`config.mk`:
```
export PLATFORM = sky130hd
export DESIGN_NAME = lcd_spi_flat
export DESIGN_NICKNAME = d
export VERILOG_FILES = /design/src/rtl/lcd_spi_if.sv /design/src/rtl/lcd_spi.sv /design/src/flat_wrapper.sv
export SDC_FILE = /design/constraint.sdc
export NUM_CORES = 1
export LEC_CHECK = 0
export BUFFER_PORTS_ARGS = -buffer_cell sky130_fd_sc_hd__buf_2
export CORE_MARGIN = 3
export CORE_UTILIZATION = 32
export CTS_BUF_LIST = sky130_fd_sc_hd__clkbuf_8
export DETAILED_ROUTE_END_ITERATION = 12
export SETUP_SLACK_MARGIN = 0.3
export SYNTH_ARGS = -nofsm -noshare
export SYNTH_HDL_FRONTEND = slang
export SYNTH_SLANG_ARGS = --single-unit
export TNS_END_PERCENT = 20
```
`constraint.sdc`:
```
create_clock -name clk -period 2.4 [get_ports clk]
set_input_delay 0.48 -clock clk [delete_from_list [all_inputs] [get_ports clk]]
set_output_delay 0.48 -clock clk [all_outputs]
set_load 0.05 [all_outputs]
```
`src/rtl/lcd_spi_if.sv`:
```
// CPU-side bus for the LCD SPI slot: write strobe(s), write data and status readback.
// Latency: none (wires only).
// Backpressure: none on the bus; software polls out[15] (busy) before writing.
//
// Macro: LCD_WORD16_EN adds the 16-bit pixel write strobe load16.
// Signals:
//   load    write strobe for the slot
//   load16  16-bit pixel write strobe (LCD_WORD16_EN only)
//   in      CPU store data
//   out     status word returned to the CPU read mux
interface lcd_spi_if;
    logic        load;
`ifdef LCD_WORD16_EN
    logic        load16;
`endif
    logic [15:0] in;
    logic [15:0] out;

    modport master (
        output load,
`ifdef LCD_WORD16_EN
        output load16,
`endif
        output in,
        input  out
    );

    modport slave (
        input  load,
`ifdef LCD_WORD16_EN
        input  load16,
`endif
        input  in,
        output out
    );
endinterface

```
`src/rtl/lcd_spi.sv`:
```
// Write-only SPI master (mode 0, MSB first) for the ILI9341 pins, with select release and busy status.
// Latency: a send is 16*DIV busy cycles per byte (32*DIV per 16-bit word); a release shows CSX=1 one cycle after the write.
// Backpressure: none; any write seen while busy is dropped, and software polls out[15].
//
// Macro: LCD_WORD16_EN enables bus.load16 (16-bit RGB565 send with DCX forced to 1).
// Ports:
//   clk, reset      system clock, asynchronous active-high reset
//   bus (slave)     load/in write strobe and data, out status {busy,5'b0,DCX,CSX,8'b0}
//   CSX,DCX,SCK,SDO LCD pins
// Parameter DIV (1..255): SCK half-period in clk cycles.
module lcd_spi #(
    parameter int unsigned DIV = 1
) (
    input  logic       clk,
    input  logic       reset,
    lcd_spi_if.slave   bus,
    output logic       CSX,
    output logic       DCX,
    output logic       SCK,
    output logic       SDO
);

`ifdef LCD_WORD16_EN
    localparam int SW = 16;
`else
    localparam int SW = 8;
`endif

    localparam logic [7:0] DIV_LAST = 8'(DIV - 1);

    typedef enum logic {
        IDLE  = 1'b0,
        SHIFT = 1'b1
    } state_t;

    state_t        state_q, state_d;
    logic [SW-1:0] shreg_q, shreg_d;
    logic [7:0]    bit_cnt_q, bit_cnt_d;
    logic [7:0]    div_cnt_q, div_cnt_d;
    logic          csx_q, csx_d;
    logic          dcx_q, dcx_d;
    logic          sck_q, sck_d;
    logic          sdo_q, sdo_d;

    always_ff @(posedge clk or posedge reset) begin
        if (reset) begin
            state_q   <= IDLE;
            shreg_q   <= '0;
            bit_cnt_q <= '0;
            div_cnt_q <= '0;
            csx_q     <= 1'b1;
            dcx_q     <= 1'b0;
            sck_q     <= 1'b0;
            sdo_q     <= 1'b0;
        end else begin
            state_q   <= state_d;
            shreg_q   <= shreg_d;
            bit_cnt_q <= bit_cnt_d;
            div_cnt_q <= div_cnt_d;
            csx_q     <= csx_d;
            dcx_q     <= dcx_d;
            sck_q     <= sck_d;
            sdo_q     <= sdo_d;
        end
    end

    always_comb begin
        state_d   = state_q;
        shreg_d   = shreg_q;
        bit_cnt_d = bit_cnt_q;
        div_cnt_d = div_cnt_q;
        csx_d     = csx_q;
        dcx_d     = dcx_q;
        sck_d     = sck_q;
        sdo_d     = sdo_q;

        unique case (state_q)
            IDLE: begin
`ifdef LCD_WORD16_EN
                // load16 has priority over a simultaneous byte write.
                if (bus.load16) begin
                    shreg_d   = bus.in;
                    sdo_d     = bus.in[15];
                    dcx_d     = 1'b1;
                    csx_d     = 1'b0;
                    bit_cnt_d = 8'd16;
                    div_cnt_d = '0;
                    sck_d     = 1'b0;
                    state_d   = SHIFT;
                end else
`endif
                if (bus.load) begin
                    if (!bus.in[8]) begin
                        // Byte is MSB-aligned so the same shift path serves 8- and 16-bit sends.
                        shreg_d           = '0;
                        shreg_d[SW-1 -: 8] = bus.in[7:0];
                        sdo_d             = bus.in[7];
                        dcx_d             = bus.in[9];
                        csx_d             = 1'b0;
                        bit_cnt_d         = 8'd8;
                        div_cnt_d         = '0;
                        sck_d             = 1'b0;
                        state_d           = SHIFT;
                    end else begin
                        // Release: only the select moves; DCX and SDO keep their levels.
                        csx_d = 1'b1;
                    end
                end
            end

            SHIFT: begin
                if (div_cnt_q == DIV_LAST) begin
                    div_cnt_d = '0;
                    if (!sck_q) begin
                        sck_d = 1'b1;
                    end else begin
                        // End of the high phase closes the current bit.
                        sck_d = 1'b0;
                        if (bit_cnt_q == 8'd1) begin
                            // SDO keeps the last bit; CSX stays low for follow-on bytes.
                            bit_cnt_d = '0;
                            state_d   = IDLE;
                        end else begin
                            shreg_d   = shreg_q << 1;
                            sdo_d     = shreg_q[SW-2];
                            bit_cnt_d = bit_cnt_q - 8'd1;
                        end
                    end
                end else begin
                    div_cnt_d = div_cnt_q + 8'd1;
                end
            end

            default: state_d = IDLE;
        endcase
    end

`ifndef LCD_WORD16_EN
    logic unused_in_hi;
    assign unused_in_hi = ^bus.in[15:10];
`endif

    assign bus.out = {(state_q == SHIFT), 5'b0, dcx_q, csx_q, 8'b0};
    assign CSX     = csx_q;
    assign DCX     = dcx_q;
    assign SCK     = sck_q;
    assign SDO     = sdo_q;

endmodule

```
`src/flat_wrapper.sv`:
```
// flat-port wrapper written by rule: the top's interface ports become plain ports
module lcd_spi_flat 
#(
    parameter int unsigned DIV = 1
)
  (clk, reset, CSX, DCX, SCK, SDO, bus_load, bus_in, bus_out);
  lcd_spi_if bus_i ();
  input  logic clk;
  input  logic reset;
  output logic CSX;
  output logic DCX;
  output logic SCK;
  output logic SDO;
  input wire logic [$bits(bus_i.load)-1:0] bus_load;
  input wire logic [$bits(bus_i.in)-1:0] bus_in;
  output wire logic [$bits(bus_i.out)-1:0] bus_out;
  assign bus_i.load = bus_load;
  assign bus_i.in = bus_in;
  assign bus_out = bus_i.out;
  lcd_spi #(.DIV(DIV)) u_core (.clk(clk), .reset(reset), .bus(bus_i), .CSX(CSX), .DCX(DCX), .SCK(SCK), .SDO(SDO));
endmodule
```
==> run metrics <==
area occupied by multi-input gates 873 µm²; first-pass GRT wire length 6530 µm; WL per Instance between 10 and 15 µm; Fin Setup TNS 0 ns; slowest CP cell dfrtp_1; Die Width 79.1 µm; Crit Path Class reg -> out; Comb power frac 26.1%; slowest stage delay, CP ~0.6 ns; fin cells between 200 and 300; max_cap viols 0; Final Setup Violations 0; minimum clock period 2.03 ns; Slew headroom 59.9%; first-pass detailed-route iteration total 4; antenna violations before repair 0; pwr/cell area 760 nW/µm²; register area 702 µm²; post-synthesis cell count between 150 and 200; Post-synth EDFFs 0; Area Growth Syn to Fin 11.7%; Setup Skew ~0.0035 ns; number of nets in the layout about 220; post-synthesis register bit count 28; CTS clk-pin slew, worst paths ~0.10 ns; min-delay worst type in -> async; GPL Wtd Cong 0.835; Top FF cell, synth dfrtp_1; # IOs 39; reg-to-reg startpoint u_core.bit_cnt_q[3]$_DFFE_PP0P_; layout filler cell count about 520; critical path's top delay family buffers and inverters; worst path cell trace buf_4 > buf_2; Arr. time, crit path roughly 1.6 ns; asr flop ratio synth 100%; CP Capture Type primary output; Slew @ Worst Pin 0.600 ns; drt drc 0; IO Port Bufs 19; warnings from Yosys 0; CORE AREA 4940 µm²; final period utilization between 80% and 90%; # Post-CTS Setup Buffers 0; Peak VDD IR 344 µV; Routed Antenna Nets 0; # rows 25; sequential-to-total area share from yosys stat 41.0%; unrepaired setup endpoints after global routing true; DR vias 1375; P_int 0.949 mW; DRT Wirelength 3760 µm; clock latency on the worst-skew pair around 0.28 ns; initial core utilization 34.6%; vias in the first global route between 1000 and 1500; Sw Ratio 34.7%; Via density 5.19; GRT Overall Usage 12.8%; Die Y a little under 80 µm; dpl hpwl 2730 µm; Die Area 6260 µm²; Slew Limit Fails 0; synthesized cell area between 1500 and 2000 µm²; FMAX 0.492 GHz; Root Buffer Master clkbuf_8; count of hold-fix buffers inserted at cts 0; Leakage 0.837 nW; status completed; Post-Syn Area per Cell 9.40 µm²; CTS Buffer Depth 2; Req. time, crit path 1.92 ns; WP buf/inv 2; post-cts sizing count 0; Hold Vio Cnt, Final 0; Sink Count 28; Seq pwr share 47.9%; 1st-iter DRT viols 119; gr ovfl total 0; crit path launch type register; layout cells sized above 1 21.7%; CTS Buf Count 3; worst-path fanout max 26; Post-Place Cells 261; H-tree Lvls 1; CTS tree done; Worst Setup SP u_core.state_q$_DFF_PP0_; Switch Pwr 0.504 mW; pin count of the biggest net entering global routing 29; Clk pwr share 26.0%; Unique masters post-synth 49; antenna cells 0
synthesized netlist by cell type (3+ instances only):
master	n	share of area, %
nand2b_1	3	1.1
buf_4	16	7.0
o22a_1	10	5.1
nor3b_1	3	1.3
dfrtp_1	27	39
ha_1	4	2.9
clkbuf_1	9	2.0
nor3_1	3	0.88
mux2_2	3	2.0
a21oi_1	7	2.0
nand2_1	11	2.4
inv_1	7	1.5
nor2_1	10	2.2
nand4_1	5	1.8
nand3_1	10	2.9
o21ai_0	8	2.3
a31oi_1	4	1.5
cell type report:
| type | count | area share, % |
|---|---|---|
| multi-input cells | 132 | 45.7 |
| flip-flops and latches | 28 | 36.7 |
| repair buffers | 27 | 8.12 |
| well taps | 67 | 4.38 |
| clock buffers | 3 | 2.16 |
| clock inverters | 1 | 1.57 |
| inverters | 7 | 1.37 |
layer usage:
metal	vias up	GRT usage (%)	part of all wire (%)
met5	-	0	0
met4	0	3.09	0.61
met3	2	2.83	4.8
met2	34	19.6	44
met1	658	18.4	51
li1	681	-	-
power by group through the flow:
stage               clock (mW)  combinational (mW)  sequential [mW]
floorplan                    0               0.330            0.676
global placement             0               0.367            0.698
detailed placement           0               0.378            0.704
CTS                      0.394               0.381            0.693
global route             0.417               0.418            0.714
finish                   0.378               0.379            0.696
layout by cell type (no fill, tap or decap), types with 3 or more instances in the layout:
cell type,count
nand3_1,10
dfrtp_1,27
nor3_1,3
mux2_2,3
a31oi_1,4
nand2_1,11
inv_1,7
ha_1,4
clkbuf_8,3
o21ai_0,8
nand4_1,5
buf_2,19
a21oi_1,7
buf_4,8
conb_1,13
nor2_1,10
o22a_1,10
nand2b_1,3
nor3b_1,3
through the flow:
step	setup WS (ns)	total power [mW]	util, %	cell area [µm²]	hold WS (ns)
after CTS	0.324	1.47	38.5	1900	0.253
after global placement	0.366	1.07	37.1	1830	0.497
final	0.366	1.45	38.7	1910	0.249
after global routing	0.241	1.55	38.7	1910	0.260
after floorplan	0.410	1.01	-	1760	0.482
after detailed placement	0.352	1.08	37.1	1830	0.502
flip-flops by register name (all words and copies together), names as in the netlist:
register and cells:
u_core.shreg_q 7, u_core.CSX 1, u_core.SDO 1, u_core.state_q 1
u_core.div_cnt_q 8, u_core.bit_cnt_q 8, u_core.SCK 1, u_core.DCX 1
cell families (layout without fill, tap and decap cells):
kind of cell / after synthesis / after routing / synth area share, %
and+or+nand+nor: 61 / 61 / 20.2
AOI/OAI and AO/OA: 48 / 48 / 21.1
buffers and inverters: 34 / 38 / 11.0
DFF: 28 / 28 / 41.0
adders and majority gates: 4 / 4 / 2.92
muxes: 4 / 4 / 2.56
xor gates and xnor gates: 2 / 2 / 1.02
other: 1 / 13 / 0.219
worst min-delay path, stage by stage:
cell   delay, ns
buf_2       0.09
inv_1       0.04
buf_4       0.33
final timing paths:
check / slack [ns] / to / depth (start not counted)
max: 0.37 / bus_out[15] / 2
min: 0.25 / u_core.div_cnt_q[5]$_DFFE_PP0P_ / 3
max reg2reg: 0.40 / u_core.bit_cnt_q[7]$_DFFE_PP0P_ / 4
min reg2reg: 0.52 / u_core.shreg_q[0]$_DFFE_PP0P_ / 2
max in group asynchronous: 1.84 / u_core.CSX$_DFFE_PP1P_ / 3
min in group clk: 0.41 / u_core.shreg_q[0]$_DFFE_PP0P_ / 2
Power figures use the tool's default switching activity.
